[src/rtl/unified_mem_arbiter.sv]
// unified_mem_arbiter: shares one single-port, variable-latency memory between
// the IF stage (fetch) and the MEM stage (load/store). MEM wins at issue, a busy
// access is never preempted, fetches can be cancelled by a front-end flush, and
// every access is bounded by a TIMEOUT-cycle watchdog that sets a sticky error.
module unified_mem_arbiter #(
  parameter int unsigned ADDR_W  = 32,
  parameter int unsigned DATA_W  = 32,
  parameter int unsigned TIMEOUT = 64
) (
  input  logic              clk,
  input  logic              rst,
  input  logic              if_req,
  input  logic [ADDR_W-1:0] if_addr,
  input  logic              ex_mem_MemRead,
  input  logic              ex_mem_MemWrite,
  input  logic [ADDR_W-1:0] ex_mem_addr,
  input  logic [DATA_W-1:0] ex_mem_wdata,
  input  logic              flush,
  output logic              mem_req,
  output logic              mem_we,
  output logic [ADDR_W-1:0] mem_addr,
  output logic [DATA_W-1:0] mem_wdata,
  input  logic              mem_ready,
  input  logic [DATA_W-1:0] mem_rdata,
  output logic              if_valid,
  output logic [DATA_W-1:0] if_rdata,
  output logic              mem_done,
  output logic [DATA_W-1:0] mem_rdata_out,
  output logic              stall_if,
  output logic              stall_all,
  output logic              mem_err
);

  // TIMEOUT >= 2, so the counter only ever needs to reach TIMEOUT-1.
  localparam int unsigned CNT_W = (TIMEOUT > 2) ? $clog2(TIMEOUT) : 1;

  typedef enum logic [1:0] {
    IDLE     = 2'd0,
    IF_BUSY  = 2'd1,
    MEM_BUSY = 2'd2
  } state_t;

  state_t           state;
  logic             drop;
  logic [CNT_W-1:0] wait_cnt;

  logic mem_rq;
  logic drop_now;
  logic timed_out;

  // A flush arriving in the completion cycle itself still cancels the fetch.
  always_comb begin
    mem_rq    = ex_mem_MemRead | ex_mem_MemWrite;
    drop_now  = drop | flush;
    timed_out = (wait_cnt == CNT_W'(TIMEOUT - 1));
    stall_all = mem_rq & ~mem_done;
    stall_if  = stall_all | (if_req & ~if_valid);
  end

  // Access sequencer: issue, wait for mem_ready or timeout, deliver result.
  always_ff @(posedge clk) begin
    if (rst) begin
      state         <= IDLE;
      drop          <= 1'b0;
      wait_cnt      <= '0;
      mem_req       <= 1'b0;
      mem_we        <= 1'b0;
      mem_addr      <= '0;
      mem_wdata     <= '0;
      if_valid      <= 1'b0;
      if_rdata      <= '0;
      mem_done      <= 1'b0;
      mem_rdata_out <= '0;
      mem_err       <= 1'b0;
    end else begin
      if_valid <= 1'b0;
      mem_done <= 1'b0;
      case (state)
        IDLE: begin
          // A requester whose done pulse is high is not reissued this edge.
          if (mem_rq && !mem_done) begin
            state     <= MEM_BUSY;
            mem_req   <= 1'b1;
            mem_we    <= ex_mem_MemWrite;
            mem_addr  <= ex_mem_addr;
            mem_wdata <= ex_mem_wdata;
            wait_cnt  <= '0;
          end else if (if_req && !if_valid && !flush) begin
            state    <= IF_BUSY;
            mem_req  <= 1'b1;
            mem_we   <= 1'b0;
            mem_addr <= if_addr;
            wait_cnt <= '0;
            drop     <= 1'b0;
          end
        end
        IF_BUSY: begin
          if (mem_ready) begin
            state   <= IDLE;
            mem_req <= 1'b0;
            drop    <= 1'b0;
            if (!drop_now) begin
              if_valid <= 1'b1;
              if_rdata <= mem_rdata;
            end
          end else if (timed_out) begin
            state   <= IDLE;
            mem_req <= 1'b0;
            drop    <= 1'b0;
            mem_err <= 1'b1;
            if (!drop_now) begin
              if_valid <= 1'b1;
              if_rdata <= '0;
            end
          end else begin
            wait_cnt <= wait_cnt + 1'b1;
            drop     <= drop_now;
          end
        end
        MEM_BUSY: begin
          if (mem_ready) begin
            state    <= IDLE;
            mem_req  <= 1'b0;
            mem_done <= 1'b1;
            if (!mem_we) mem_rdata_out <= mem_rdata;
          end else if (timed_out) begin
            state         <= IDLE;
            mem_req       <= 1'b0;
            mem_done      <= 1'b1;
            mem_rdata_out <= '0;
            mem_err       <= 1'b1;
          end else begin
            wait_cnt <= wait_cnt + 1'b1;
          end
        end
        default: begin
          state   <= IDLE;
          mem_req <= 1'b0;
        end
      endcase
    end
  end

endmodule

[config.mk]
export PLATFORM = sky130hd
export DESIGN_NAME = unified_mem_arbiter
export DESIGN_NICKNAME = d
export VERILOG_FILES = /design/src/rtl/unified_mem_arbiter.sv
export SDC_FILE = /design/constraint.sdc
export NUM_CORES = 1
export LEC_CHECK = 0
export ABC_AREA = 1
export CAP_MARGIN = 30
export CORE_ASPECT_RATIO = 0.8
export CORE_MARGIN = 5
export CORE_UTILIZATION = 40
export DETAILED_ROUTE_END_ITERATION = 12
export GPL_TIMING_DRIVEN = 0
export PLACE_DENSITY = 0.82
export SYNTH_ARGS = -nofsm -noshare
export SYNTH_HDL_FRONTEND = slang
export SYNTH_SLANG_ARGS = --single-unit
[constraint.sdc]
create_clock -name clk -period 4.2 [get_ports clk]
set_input_delay 1.05 -clock clk [delete_from_list [all_inputs] [get_ports clk]]
set_output_delay 1.05 -clock clk [all_outputs]
set_load 0.05 [all_outputs]
==> qor.csv, run 1 <==
metric,value,unit
status,finished clean,
synthCells,727,
ys_async_sr_fraction,0,%
syn_area,0.00555,sq mm
crit_family,buffers and inverters,
grtUsageMet2,41.0,%
start_util,40.8,%
post-route-period-util,93.9,%
synth_area_leaders,"dfxtp_1 (51%), nand2_1 (15%), a21oi_1 (9.6%)",
crit_chain,clkdlybuf4s50_1 -> inv_1 -> nand2_1 -> nand2_1 -> inv_1 -> buf_2 -> dlygate4sd2_1,
grtUsageMet1,28.4,%
die_area,0.0163,sq mm
yosys.cell_types.count,23,
hold_viol,0,
path_max_fanout,10,
slowest_stage,dlygate4sd2_1,
fin_skew,6.44,ps
ys_seq_area_share,51.2,%
antenna_found_initial,0,
cts_buffer_depth,2,
die_h,115,um
area_growth,64.2,%
maxSlewHeadroom,60.1,%
grt_util_all_layers,23.9,%
setup_violations,0,
fin_crit,3940,ps
crit_type,input port to primary output,
ir_drop,327,uV
clock_sinks,142,
drc_errors,0,
layout-drive-gt1-share,5.74,%
wl_per_cell,16.7,um
numCtsBuffers,17,
max_stage_delay,560,ps
cts_tree,built,
hp-class,register to register,
synth_top_area_share,51.2,%
route.vias.total,6145,
cp-start-kind,input port,
clock.fmax,254,MHz
port_buffers,268,
setup_ws,256,ps
yosysWarnings,0,
clkSlewWorstSetupHoldPaths,60,ps
synth_most_common_cell,nand2_1,
powerDensity,493,mW/mm^2
final_net_count,1153,
post-cts-setup-buffers,0,
grt_setup_unrepaired,false,
dr.pass1.iters,5,
dr.first_iter.drc_count,363,
die_w,142,um
synth_top_cell_by_area,dfxtp_1,
ys_ff_latch,142,
maxSlewViolCount,0,
required,3150,ps
root_buffer,clkbuf_16,
rows,38,
grt_remaining_overflow,0,
vias_per_cell,5.09,
grt_max_degree,17,
gp_congestion,0.828,
cts-hold-fix-buffers,0,
hold_ws,454,ps
routed_wirelength,20.2,mm
busiest_layer,met2,
post-place-ws,-22.4,ps
htreeDepth,4,
use_met3,8.77,%
antennaDiodeCount,0,
clkLatencyLatePin,410,ps
syn_nets,866,
instances_no_fill,1207,
max-cap-violations,0,
crit_buf_inv,5,
dpl.cell_count,1175,
endpoint_kind,primary output,
synth_ff_type,dfxtp_1,
synth-edff-count,0,
io_pins,270,
worst_pin_slew,598,ps
p_leak,3.31,nW
synthTopCellsByCount,"nand2_1 (224), dfxtp_1 (142), a21oi_1 (107)",
avgSynthCellArea,7.64,sq um
core-area,0.0136,sq mm
ant_nets,0,
grt_pass1_wl,31.0,mm
grt_pass1_vias,5979,
arrival,2890,ps
post-dp-hpwl,15.2,mm
## worst reg2reg max path, cell delays in order (launching register included)
cell and delay (ps):
dfxtp_1 320, inv_1 80, ha_1 180, inv_1 60, nor3_2 400, clkbuf_1 460
nand3_1 180, a21oi_1 190
## registers in the layout, summed over array words and instances, names as in the netlist, 2 cells and up
name           flops
if_rdata          32
mem_addr          32
mem_rdata_out     32
mem_wdata         32
state              2
wait_cnt           6
## worst paths after layout
check / from / end / slack [ps] / cells past startpoint
worst max-delay path: ex_mem_MemWrite / stall_all / 260 / 7
worst min-delay path: mem_err / mem_err / 450 / 2
worst max register to register: state[1] / if_rdata[30] / 2260 / 7
worst min register to register: mem_err / mem_err / 450 / 2
## cell type report
type	instances	area [sq um]
clock buffers	19	443
well taps	180	225
multi-input cells	507	2390
fillers	1190	4480
repair buffers	268	2680
flip-flops and latches	142	2840
clock inverters	13	211
plain buffers	58	246
inverters	20	75.1
## placed cells by master, fill, tap and decap left out, types with 3 or more instances in the layout
master / instances
nand2_1: 224
clkbuf_1: 37
o21ai_0: 33
ha_1: 4
nand4_1: 35
bufinv_16: 5
a31oi_1: 32
clkdlybuf4s50_1: 266
dfxtp_1: 142
nand3_1: 46
buf_2: 17
clkbuf_16: 17
clkinvlp_4: 4
nor2_1: 14
nand3_2: 3
a21oi_1: 107
buf_1: 3
inv_1: 19
## per-stage QoR
| step | area [sq um] | TNS, ps | power [mW] | util, % |
|---|---|---|---|---|
| final | 9110 | 0 | 4.50 | 67.0 |
| after global routing | 9110 | 0 | 4.68 | 67.0 |
| after global placement | 8460 | -62.5 | 2.84 | 62.2 |
| after CTS | 9110 | 0 | 4.52 | 67.0 |
| after floorplan | 5550 | 0 | 2.34 | - |
| after detailed placement | 8460 | -22.4 | 2.85 | 62.2 |
## report_power, final
| part | switching (mW) | internal (mW) | leakage (nW) |
|---|---|---|---|
| combinational | 0.834 | 0.444 | 1.84 |
| clock | 0.596 | 1.07 | 0.306 |
| sequential | 0.0718 | 1.48 | 1.16 |
## timing repair
action	in CTS	in global routing
hold endpoints to repair	0	0
setup endpoints to repair	1	1
gates resized for setup	1	1
## kinds of logic (layout without fill, tap and decap cells)
family          Yosys count  count (layout)  synth area share, %
flops                   142             142                 51.2
fa+ha+maj                 4               4                0.902
compound gates          176             176                 16.7
buf+inv                  78             378                 5.79
simple gates            327             327                 25.4
## metal layers
| metal | routed length (um) | vias up |
|---|---|---|
| met2 | 9780 | 224 |
| met5 | 0 | - |
| met1 | 8290 | 2867 |
| met4 | 293 | 0 |
| met3 | 1850 | 18 |
| li1 | - | 3036 |
Power figures use the tool's default switching activity.
==> run 2: changes to the inputs <==
--- a/config.mk
+++ b/config.mk
@@ -11,6 +11,7 @@
 export CORE_MARGIN = 5
 export CORE_UTILIZATION = 40
 export DETAILED_ROUTE_END_ITERATION = 12
+export GPL_ROUTABILITY_DRIVEN = 1
 export GPL_TIMING_DRIVEN = 0
 export PLACE_DENSITY = 0.82
 export SYNTH_ARGS = -nofsm -noshare
==> results of run 2 <==
The final DEF is identical to that of run 1; final timing and power are the same.
==> variant 1 (config.mk and constraints of run 1) <==
Set the parameter `DATA_W` to 36 (it was 32).
--- a/src/rtl/unified_mem_arbiter.sv
+++ b/src/rtl/unified_mem_arbiter.sv
@@ -4,7 +4,7 @@
 // every access is bounded by a TIMEOUT-cycle watchdog that sets a sticky error.
 module unified_mem_arbiter #(
   parameter int unsigned ADDR_W  = 32,
-  parameter int unsigned DATA_W  = 32,
+  parameter int unsigned DATA_W  = 36,
   parameter int unsigned TIMEOUT = 64
 ) (
   input  logic              clk,
Ports: changed (5 resized); port bits go from 270 to 290. No check against the original RTL was run, so the function may have changed too.
==> variant 1 against run 1 <==
  * Routed wire length rose by 11%
  * Worst setup slack got worse by 0.10 ns
  * First-iteration DRC count rose by 29%
  * Fmax fell by 2.5%
  * Sequential share of layout area fell by 0.30 points
  * Synthesized area rose by 11%
  * Final area rose by 9.5%
  * Power rose by 6.2%
  * Sequential cell count rose by 12
  * Non-clock buffer count rose by 27
==> variant 1: results (changes against run 1) <==
* Status: complete, no violations
* Register area at 3083 um2 (+8.5%)
* Initial DRC count at 469 (+29%)
* Worst reg2reg path depth at 8 (+1)
* Syn avg cell area at 7.970 um2 (+4.4%)
* Critical path arrival at 2.99 ns (+0.10 ns)
* Layout cells sized above 1 at 0.06022 (+0.002770)
* Setup Skew at 0.009439 ns (+0.003001 ns)
* Actual slew at the worst max-slew pin at 0.6160 ns (+0.01811 ns)
* DP Area at 9330 um2 (+10%)
* Non-clock buffer share at 0.3204 (-0.001101)
* Critical path's slowest cell: clkdlybuf4s50_1
* TritonRoute pass-1 iters at 6 (+1)
* Final core utilization at 0.6604 (-0.009887)
* Final WL at 22.44 mm (+11%)
* Netlist cell types at 27 (+17%)
* Leakage at 3.891 nW (+18%)
* Vias in the first global route at 6,369 (+6.5%)
* Peak VDD IR at 0.0002551 V (-22%)
* Final std cells w/o fill at 1,306 (+8.2%)
* Post-DP HPWL at 16.72 mm (+9.7%)
* Fin nets at 1,230 (+6.7%)
* Sequential element share of the synthesized area at 0.4985 (-0.01357)
* Vias after detailed routing at 6,756 (+9.9%)
* Setup slack at placement at -0.03895 ns (-0.01653 ns)
* Multi-input logic area at 2714 um2 (+14%)
* Hold slack at 0.4593 ns (+0.005307 ns)
* Multi-In Gates at 538 (+6.1%)
* Number of buffers added on ports at 288 (+7.5%)
* Post-Synth Adder-Cell Area at 0.008092 (-0.0009228)
* RD Place Congestion at 0.8413 (+1.6%)
* Initial antenna violation count at 1 (+1)
* Clkbuf count at 20 (+1)
* Min-Delay Startpoint: mem_wdata[35]
* Gr usage total at 0.2376 (-0.0009607)
## variant 1: cell count changes after synthesis, moves of 11 or more
| cell | delta |
|---|---|
| o211a_1 | +32 |
| o21ai_0 | -26 |
| nand3_1 | +68 |
| a31oi_1 | -32 |
| nand2_1 | -23 |
| a21oi_1 | +11 |
| dfxtp_1 | +12 |
## variant 1: worst max-delay path by stage
| stage | cells after the start | endpoint | from | slack (ns) |
|---|---|---|---|---|
| floorplan | 3 | stall_all | ex_mem_MemWrite | 1.27 |
| global placement | 5 | stall_all | ex_mem_MemWrite | -0.03 |
| detailed placement | 5 | stall_all | ex_mem_MemWrite | -0.04 |
| CTS | 5 | stall_if | ex_mem_MemWrite | 0.13 |
| global route | 5 | stall_if | ex_mem_MemWrite | 0.06 |
| finish | 5 | stall_if | ex_mem_MemWrite | 0.16 |
## variant 1: power by group through the flow
stage          sequential [mW]  combinational [mW]  clock [mW]
2_1_floorplan             2.12               0.442           0
3_3_place_gp              1.70                1.40           0
3_5_place_dp              1.70                1.41           0
4_1_cts                   1.67                1.42        1.70
5_1_grt                   1.69                1.51        1.76
6_report                  1.67                1.42        1.68
## variant 1: kinds of logic after synthesis
logic type,after synthesis
adders and majority gates,4
AOI/OAI and AO/OA,162
and+or+nand+nor,372
buffers and inverters,84
DFF,154
## variant 1: metal layers
| metal | share of wire | up-vias | GRT usage |
|---|---|---|---|
| li1 | - | 3287 | - |
| met1 | 0.42 | 3134 | 0.3015 |
| met2 | 0.47 | 285 | 0.3905 |
| met3 | 0.091 | 48 | 0.07020 |
| met4 | 0.022 | 2 | 0.07376 |
| met5 | 0.00058 | - | 0 |
## variant 1: repair_timing
action,CTS,global route
setup endpoints to repair,1,0
buffers inserted,0,0
gates resized for setup,1,0
==> variant 2 (settings of run 1) <==
Without the edit above. Make the reset (`rst`) asynchronous in one clocked block.
--- a/src/rtl/unified_mem_arbiter.sv
+++ b/src/rtl/unified_mem_arbiter.sv
@@ -58,7 +58,7 @@
   end
 
   // Access sequencer: issue, wait for mem_ready or timeout, deliver result.
-  always_ff @(posedge clk) begin
+  always_ff @(posedge clk or posedge rst) begin
     if (rst) begin
       state         <= IDLE;
       drop          <= 1'b0;
Function: differs if rst is asserted again (counterexample within 4 cycles, from zero or initial values and one cycle with rst high); with rst held inactive, the same outputs for 4 cycles.
==> variant 2 against run 1 <==
  * Final area up 7.6%
  * Worst setup slack worse by 0.12 ns
  * Die area up 11%
  * Register-to-register slack gained 0.03 ns
  * Via count fell by 3.2%
  * Synthesized area is 11% higher
  * Routed wire length grew 3.4%
  * Worst hold slack better by 0.015 ns
  * Sequential cell count unchanged
  * Global-route usage decreased by 0.78 points
  * Critical path type unchanged
  * Largest cell class is now registers
Power is not compared: it rests on default switching activity, and its combinational part moved more than twofold at a synthesized area within 25%.
==> variant 2: results (changes against run 1) <==
* Critical path's slowest cell: clkdlybuf4s50_1
* Dpl cells at 1,191 (+1.4%)
* Pin count of the biggest net entering global routing at 40 (+23)
* First-pass GRT wire length at 32.62 mm (+5.3%)
* Syn avg cell area at 8.727 um2 (+14%)
* GR met1 Demand/Resource at 0.2952 (+0.01160)
* Layout cells sized above 1 at 0.06225 (+0.004804)
* RD Place Congestion at 0.8361 (+0.99%)
* Synth area leaders: dfrtp_1 57%, nand2_1 20%, nand4_1 6.6%
* Synth top cells by count: 324 x nand2_1, 142 x dfrtp_1, 65 x nand4_1
* Vias in the first global route at 6,037 (+0.97%)
* Initial DRC count at 301 (-17%)
* Critical path arrival at 3.02 ns (+0.13 ns)
* Sequential element share of the synthesized area at 0.5743 (+0.06226)
* Hold slack at 0.4693 ns (+0.01529 ns)
* Netlist cell types at 27 (+17%)
* Setup slack, reg-to-reg at 2.29 ns (+0.03 ns)
* Actual slew at the worst max-slew pin at 0.8227 ns (+0.2248 ns)
* Setup slack at placement at -0.01736 ns (+0.005063 ns)
* Vias after detailed routing at 5,946 (-3.2%)
* WL met2 at 9.780 mm (about the same)
* Status: complete, no violations
* Tmin final at 4.067 ns (+0.1235 ns)
* Met2 GRT Util at 0.3682 (-0.04211)
* Gr usage total at 0.2308 (-0.007804)
* Post-DP HPWL at 15.60 mm (+2.3%)
* Fin nets at 1,139 (-1.2%)
* DP Area at 9206 um2 (+8.8%)
* Met3 WL at 2.056 mm (+11%)
* TritonRoute pass-1 iters at 5 (unchanged)
* M1 WL at 8.640 mm (+4.3%)
* Setup Skew at 0.006203 ns (-0.0002353 ns)
==> variant 2: cell count changes after synthesis, sizes merged, moves of 29 or more <==
cell / run 1 / this run
dfrtp: 0 / 142
dfxtp: 142 / 0
a21oi: 107 / 1
nand2: 226 / 326
a31oi: 32 / 0
o21a: 1 / 32
nand4: 35 / 65
o21ai: 35 / 6
==> variant 2: kinds of logic (layout without fill, tap and decap cells) <==
group,Yosys count,in the layout,share of synthesized area
fa+ha+maj,4,4,0.008089
buf+inv,68,371,0.04833
flops,142,142,0.5743
xor+xnor,1,1,0.001416
compound gates,49,49,0.05925
simple gates,445,445,0.3086
==> variant 2: cell type report <==
cell class | count | area [um2]
clock inverters | 12 | 160.2
repair buffers | 272 | 2753
fillers | 1251 | 5304
plain buffers | 46 | 217.7
well taps | 210 | 262.8
flip-flops and latches | 142 | 3553
clock buffers | 19 | 442.9
inverters | 22 | 86.33
multi-input cells | 499 | 2335
==> variant 2: power breakdown <==
part           internal (mW)  leakage [nW]  total [mW]  switching [mW]
sequential              2.01          1.75        2.37           0.360
combinational           1.71          2.58        5.37            3.67
clock                  0.953         0.294        1.56           0.608
total                   4.68          4.62        9.31            4.63
==> variant 2: worst register-to-register path, delay by kind of cell, from the launching register on <==
kind                     cells  cell delay (ns)
buffers and inverters        3             0.76
AND/OR/NAND/NOR              3             0.49
flip-flops                   1             0.41
adder cells (fa/ha/maj)      1             0.15
==> variant 2: timing repair <==
item	4_1_cts	5_1_grt
hold buffers	0	0
endpoints found under the setup margin	1	0
resized for setup	1	0
==> variant 2: worst paths after layout <==
check,endpoint,start
max,stall_all,ex_mem_MemWrite
min,if_rdata[29],if_rdata[29]
max reg2reg,mem_rdata_out[16],state[0]
min reg2reg,if_rdata[29],if_rdata[29]
max in group asynchronous,if_rdata[31],rst
min in group asynchronous,mem_wdata[8],rst
